<file path="config.mk">
export PLATFORM = sky130hd
export DESIGN_NAME = calc_display_driver
export DESIGN_NICKNAME = d
export VERILOG_FILES = /design/src/rtl/calc_display_pkg.sv /design/src/rtl/bin2bcd_seq.sv /design/src/rtl/calc_display_driver.sv
export SDC_FILE = /design/constraint.sdc
export NUM_CORES = 1
export LEC_CHECK = 0
export ABC_AREA = 1
export BUFFER_PORTS_ARGS = -buffer_cell sky130_fd_sc_hd__buf_2
export CORE_UTILIZATION = 45
export CTS_BUF_LIST = sky130_fd_sc_hd__clkbuf_16
export DETAILED_ROUTE_END_ITERATION = 16
export PLACE_DENSITY_LB_ADDON = 0.05
export SLEW_MARGIN = 20
export SYNTH_ARGS = -nofsm -noshare
export SYNTH_HDL_FRONTEND = slang
export SYNTH_SLANG_ARGS = --single-unit
export TNS_END_PERCENT = 100
</file>
<file path="constraint.sdc">
create_clock -name clk -period 1.5 [get_ports clk]
set_clock_uncertainty 0.05 [all_clocks]
set_input_delay 0.3 -clock clk [delete_from_list [all_inputs] [get_ports clk]]
set_output_delay 0.3 -clock clk [all_outputs]
set_load 0.03 [all_outputs]
</file>
<file path="src/rtl/calc_display_pkg.sv">
// Shared types, glyph table and BCD helpers for the calculator display driver.
package calc_display_pkg;

  typedef enum logic [1:0] {
    IDLE  = 2'd0,
    SHIFT = 2'd1,
    DONE  = 2'd2
  } conv_state_t;

  localparam logic [6:0] SEG_BLANK = 7'h7F;
  localparam logic [6:0] SEG_MINUS = 7'h3F;
  localparam int         N_POS     = 5;

  // Active-low glyphs, bit order gfedcba.
  localparam logic [6:0] GLYPH [10] = '{
    7'h40, 7'h79, 7'h24, 7'h30, 7'h19,
    7'h12, 7'h02, 7'h78, 7'h00, 7'h10
  };

  function automatic logic [6:0] glyph_of(input logic [3:0] digit);
    logic [6:0] g;
    if (digit <= 4'd9) begin
      g = GLYPH[digit];
    end else begin
      g = SEG_BLANK;
    end
    return g;
  endfunction

  function automatic logic [15:0] add3_all(input logic [15:0] b);
    logic [15:0] r;
    for (int i = 0; i < 4; i++) begin
      if (b[4*i +: 4] >= 4'd5) begin
        r[4*i +: 4] = b[4*i +: 4] + 4'd3;
      end else begin
        r[4*i +: 4] = b[4*i +: 4];
      end
    end
    return r;
  endfunction

endpackage

</file>
<file path="src/rtl/bin2bcd_seq.sv">
// Free-running double-dabble converter: one IDLE capture, N_BITS shifts, one DONE
// publish, so a new bcd/sign pair appears every N_BITS+2 cycles.
module bin2bcd_seq
  import calc_display_pkg::*;
#(
  parameter int N_BITS  = 14,
  parameter int MAX_VAL = 9999
) (
  input  logic              clk,
  input  logic              rst_n,
  input  logic [N_BITS-1:0] bin,
  input  logic              sign_in,
  output logic [15:0]       bcd,
  output logic              sign_out,
  output logic              busy
);

  localparam int CNT_W = $clog2(N_BITS);

  conv_state_t       state_r;
  logic [N_BITS-1:0] bin_r;
  logic [15:0]       scratch_r;
  logic [CNT_W-1:0]  cnt_r;
  logic              sign_cap_r;
  logic [15:0]       bcd_r;
  logic              sign_out_r;
  logic              busy_r;

  logic [N_BITS-1:0] clamp_s;
  logic [15:0]       adj_s;
  logic [15:0]       shift_bcd_s;
  logic [N_BITS-1:0] shift_bin_s;

  // Clamp the input and form one add-3-then-shift step.
  always_comb begin
    if (bin > N_BITS'(MAX_VAL)) begin
      clamp_s = N_BITS'(MAX_VAL);
    end else begin
      clamp_s = bin;
    end
    adj_s       = add3_all(scratch_r);
    shift_bcd_s = {adj_s[14:0], bin_r[N_BITS-1]};
    shift_bin_s = {bin_r[N_BITS-2:0], 1'b0};
  end

  // Converter FSM; bcd is only written in DONE so a reset never leaves partial digits.
  always_ff @(posedge clk or negedge rst_n) begin
    if (!rst_n) begin
      state_r    <= IDLE;
      bin_r      <= '0;
      scratch_r  <= 16'h0000;
      cnt_r      <= '0;
      sign_cap_r <= 1'b0;
      bcd_r      <= 16'h0000;
      sign_out_r <= 1'b0;
      busy_r     <= 1'b0;
    end else begin
      case (state_r)
        IDLE: begin
          bin_r      <= clamp_s;
          sign_cap_r <= sign_in;
          scratch_r  <= 16'h0000;
          cnt_r      <= '0;
          state_r    <= SHIFT;
          busy_r     <= 1'b1;
        end
        SHIFT: begin
          scratch_r <= shift_bcd_s;
          bin_r     <= shift_bin_s;
          cnt_r     <= cnt_r + CNT_W'(1);
          if (cnt_r == CNT_W'(N_BITS - 1)) begin
            state_r <= DONE;
          end else begin
            state_r <= SHIFT;
          end
        end
        DONE: begin
          bcd_r      <= scratch_r;
          sign_out_r <= sign_cap_r;
          state_r    <= IDLE;
          busy_r     <= 1'b0;
        end
        default: begin
          state_r <= IDLE;
          busy_r  <= 1'b0;
        end
      endcase
    end
  end

  assign bcd      = bcd_r;
  assign sign_out = sign_out_r;
  assign busy     = busy_r;

endmodule

</file>
<file path="src/rtl/calc_display_driver.sv">
// Result display driver: BCD conversion plus a 5-position multiplexed active-low
// 7-segment scan with leading-zero blanking and a sign position.
module calc_display_driver
  import calc_display_pkg::*;
#(
  parameter int CLK_DIV = 50000,
  parameter int N_BITS  = 14,
  parameter int MAX_VAL = 9999
) (
  input  logic              clk,
  input  logic              rst_n,
  input  logic [N_BITS-1:0] Y,
  input  logic              sinal,
  input  logic              EN,
  output logic [6:0]        seg,
  output logic [4:0]        an,
  output logic [15:0]       bcd,
  output logic              busy
);

  localparam int TICK_W = $clog2(CLK_DIV);

  logic [TICK_W-1:0] tick_r;
  logic [2:0]        idx_r;
  logic [6:0]        seg_r;
  logic [4:0]        an_r;

  logic [15:0] bcd_s;
  logic        sign_s;
  logic        busy_s;
  logic [6:0]  seg_v_s;
  logic [4:0]  an_v_s;
  logic [6:0]  seg_nxt_s;
  logic [4:0]  an_nxt_s;

  bin2bcd_seq #(
    .N_BITS  (N_BITS),
    .MAX_VAL (MAX_VAL)
  ) u_conv (
    .clk      (clk),
    .rst_n    (rst_n),
    .bin      (Y),
    .sign_in  (sinal),
    .bcd      (bcd_s),
    .sign_out (sign_s),
    .busy     (busy_s)
  );

  // Glyph and digit select for the current scan position, with blanking.
  always_comb begin
    seg_v_s = SEG_BLANK;
    an_v_s  = 5'h1F;
    case (idx_r)
      3'd0: begin
        seg_v_s = glyph_of(bcd_s[3:0]);
        an_v_s  = 5'h1E;
      end
      3'd1: begin
        seg_v_s = (bcd_s[15:4] == 12'h000) ? SEG_BLANK : glyph_of(bcd_s[7:4]);
        an_v_s  = 5'h1D;
      end
      3'd2: begin
        seg_v_s = (bcd_s[15:8] == 8'h00) ? SEG_BLANK : glyph_of(bcd_s[11:8]);
        an_v_s  = 5'h1B;
      end
      3'd3: begin
        seg_v_s = (bcd_s[15:12] == 4'h0) ? SEG_BLANK : glyph_of(bcd_s[15:12]);
        an_v_s  = 5'h17;
      end
      3'd4: begin
        // A zero value never shows a minus sign.
        seg_v_s = (sign_s && (bcd_s != 16'h0000)) ? SEG_MINUS : SEG_BLANK;
        an_v_s  = 5'h0F;
      end
      default: begin
        seg_v_s = SEG_BLANK;
        an_v_s  = 5'h1F;
      end
    endcase
    if (EN) begin
      seg_nxt_s = seg_v_s;
      an_nxt_s  = an_v_s;
    end else begin
      seg_nxt_s = SEG_BLANK;
      an_nxt_s  = 5'h1F;
    end
  end

  // Scan tick counter, digit index and registered display outputs.
  always_ff @(posedge clk or negedge rst_n) begin
    if (!rst_n) begin
      tick_r <= '0;
      idx_r  <= 3'd0;
      seg_r  <= SEG_BLANK;
      an_r   <= 5'h1F;
    end else begin
      if (tick_r == TICK_W'(CLK_DIV - 1)) begin
        tick_r <= '0;
        idx_r  <= (idx_r == 3'(N_POS - 1)) ? 3'd0 : idx_r + 3'd1;
      end else begin
        tick_r <= tick_r + TICK_W'(1);
      end
      seg_r <= seg_nxt_s;
      an_r  <= an_nxt_s;
    end
  end

  assign seg  = seg_r;
  assign an   = an_r;
  assign bcd  = bcd_s;
  assign busy = busy_s;

endmodule

</file>
==> flow_metrics.env <==
export IMPL_cp_start_kind="flop"
export IMPL_layout_setup_ws_ps=-5.11
export IMPL_grt_pass1_wl_um=19700
export IMPL_finalCritPeriodShare_pct=100
export IMPL_yosysSeqAreaShare_pct=42.1
export IMPL_fin_cells=915
export IMPL_place_inst=882
export IMPL_drt_pass1_iterations=4
export IMPL_core_um2=11000
export IMPL_fin_hold_ws_ps=128
export IMPL_postLayoutCellArea_um2=6460
export IMPL_start_util_pct=46.8
export IMPL_required_ps=1740
export IMPL_vias_per_cell=5.00
export IMPL_cts_buffer_depth=2
export IMPL_hold_viol=0
export IMPL_fp_dieW_um=109
export IMPL_ys_types=37
export IMPL_final_common_cell="nand2_1"
export IMPL_mostFrequentLayoutCells="nand2_1 (153), inv_1 (80), o21ai_0 (62), dfrtp_1 (62), buf_4 (53)"
export IMPL_grt_use_total_pct=21.3
export IMPL_yosys_warnings=0
export IMPL_ant_nets=0
export IMPL_routed_wl_um=11800
export IMPL_synth_top_area_share_pct=36.0
export IMPL_layout_drive_gt1_share_pct=27.7
export IMPL_setup_viol=1
export IMPL_io_buffers=46
export IMPL_powerDensity_nw_per_um2=1330
export IMPL_p_leak_uw=0.00320
export IMPL_grt_pass1_vias=4357
export IMPL_wl_per_cell_um=12.9
export IMPL_status="finished, violations left"
export IMPL_drcViolationCount=0
export IMPL_antenna_cells=0
export IMPL_vias=4578
export IMPL_nNetsFinal=824
export IMPL_netlist_area_um2=5140
export IMPL_grt_remaining_overflow=0
export IMPL_die_h_um=109
export IMPL_netlist_top_cells_area="dfrtp_1 (36%), nand2_1 (12%), ha_1 (8.8%)"
export IMPL_synth_fp_nets=720
export IMPL_cp_end_kind="flop"
export IMPL_ys_flop_type="dfrtp_1"
export IMPL_maxClockFrequency_ghz=0.664
export IMPL_cts_tree="built"
export IMPL_async_reset_ff_share_pct=100
export IMPL_syn_avg_cell_area_um2=7.72
export IMPL_antenna_found_initial=0
export IMPL_crit_fanout=7
export IMPL_clkSlewWorstSetupHoldPaths_ps=70
export IMPL_drv_slew=0
export IMPL_worst_pin_slew_ps=430
export IMPL_synth_cells=666
export IMPL_period_minus_slack_ps=1510
export IMPL_ioPinCount=47
export IMPL_rows=38
export IMPL_violations="setup timing"
export IMPL_critPathKind="reg2reg"
export IMPL_design_die_area_um2=11900
export IMPL_cts_root_buf="clkbuf_16"
export IMPL_grt_setup_unrepaired="true"
export IMPL_clk_latency_ps=350
export IMPL_syn2layout_area_growth_pct=25.6
export IMPL_gp_congestion=0.852
export IMPL_drt_iter0_drc=236
export IMPL_synth_edff_count=0
export IMPL_cts_sinks=86
export IMPL_fillers=1043
export IMPL_arrival_ps=1740
export IMPL_yosys_area_top_type="dfrtp_1"
export IMPL_max_cap_violations=0
export IMPL_relSlewSlack_pct=71.3
export IMPL_cts_htree_levels=3
export IMPL_ys_ff_latch=86
export IMPL_cts_buffers=9
export IMPL_irDropWorstVdd_v=0.000819
export IMPL_min_path_type="in2reg"
export IMPL_grt_start_max_net_pins=35
export IMPL_dpl_hpwl_um=8660
export IMPL_placed_cell_area_um2=5860
-- cells by family after synthesis --
kind of cell               after synthesis  share of synthesized area [%]
and+or+nand+nor                        303                           26.2
buffers and inverters                  106                           8.00
DFF                                     86                           42.1
AOI/OAI and AO/OA                      122                           12.7
adders and majority gates               36                           8.76
xor gates and xnor gates                13                           2.21
-- worst max-delay path, stage by stage, from the launching register on --
cell and delay [ps]:
dfrtp_2 450, ha_4 180, ha_4 160, a21oi_4 120, nand2_2 70, nand2_2 100
nand2_4 90, nand2_2 70, nor2_1 50, nand3_1 90
-- metal layers --
metal	global-route usage, %	vias up	wire [um]
met2	34.7	88	5560
met3	3.35	24	383
met5	0	-	0
met4	9.65	0	291
li1	-	2350	-
met1	27.8	2116	5550
-- stage by stage --
stage / TNS [ps] / setup slack, ps / power (uW) / util (%)
3_3_place_gp: -1.52 / -1.29 / 6130 / 53.3
6_report: -5.11 / -5.11 / 8590 / 58.8
2_1_floorplan: -0.586 / -0.586 / 5240 / -
5_1_grt: -915 / -113 / 9240 / 58.8
3_5_place_dp: -559 / -116 / 6180 / 53.3
4_1_cts: -2.33 / -2.33 / 8390 / 56.4
-- where the power goes --
group	internal, uW	switching (uW)	leakage (uW)	total [uW]
Combinational	1250	2180	0.00200	3440
Clock	1260	920	0.000145	2180
Sequential	2680	287	0.00105	2960
-- worst paths after layout --
check                      slack [ps]                   end  cells after the start   startpoint
min reg2reg                       430           u_conv.busy                      2  u_conv.busy
max                                -5                seg[2]                      9     idx_r[0]
max reg2reg                        -5                seg[2]                      9     idx_r[0]
min in group asynchronous         390  u_conv.scratch_r[10]                      2        rst_n
min                               130                 an[4]                      2           EN
max in group asynchronous         510                 an[4]                      3        rst_n
-- cell usage after synthesis (2+ instances only) --
| library cell | n |
|---|---|
| nand2_1 | 164 |
| inv_1 | 89 |
| dfrtp_1 | 74 |
| o21ai_0 | 69 |
| nand3_1 | 50 |
| nor2_1 | 49 |
| ha_1 | 36 |
| a21oi_1 | 33 |
| dfstp_2 | 12 |
| xor2_1 | 12 |
| nand2_2 | 8 |
| o22ai_1 | 8 |
| clkbuf_1 | 7 |
| nand4_1 | 6 |
| o21bai_1 | 6 |
| inv_2 | 5 |
| nor3_1 | 5 |
| nand3_2 | 4 |
| or2_2 | 4 |
| nor2_2 | 3 |
| nor2_4 | 3 |
| buf_2 | 2 |
| nor3_2 | 2 |
| o211ai_1 | 2 |
-- sequential cells by signal, indices dropped and copies added, names as in the netlist --
name	count
u_conv.bin_r	14
u_conv.cnt_r	4
u_conv.sign_out	1
tick_r	16
u_conv.sign_cap_r	1
u_conv.busy	1
u_conv.bcd	16
u_conv.scratch_r	16
seg	7
u_conv.state_r	2
an	5
idx_r	3
-- what timing repair did --
| action | 4_1_cts | 5_1_grt |
|---|---|---|
| hold buffers | 1 | 0 |
| pin swaps | 3 | 17 |
| hold endpoints to repair | 25 | 0 |
| resized for setup | 9 | 60 |
| buffers inserted | 3 | 13 |
| setup endpoints to repair | 8 | 25 |
-- final cells by class --
cell class | count | area, um2 | share of cell area, %
Inverter | 95 | 367 | 5.67
Clock inverter | 7 | 56.3 | 0.871
Clock buffer | 9 | 225 | 3.49
Sequential cell | 86 | 2180 | 33.8
Multi-Input combinational cell | 474 | 2740 | 42.4
Timing Repair Buffer | 104 | 716 | 11.1
Tap cell | 140 | 175 | 2.71
No activity file was read; power rests on OpenSTA's default activity.
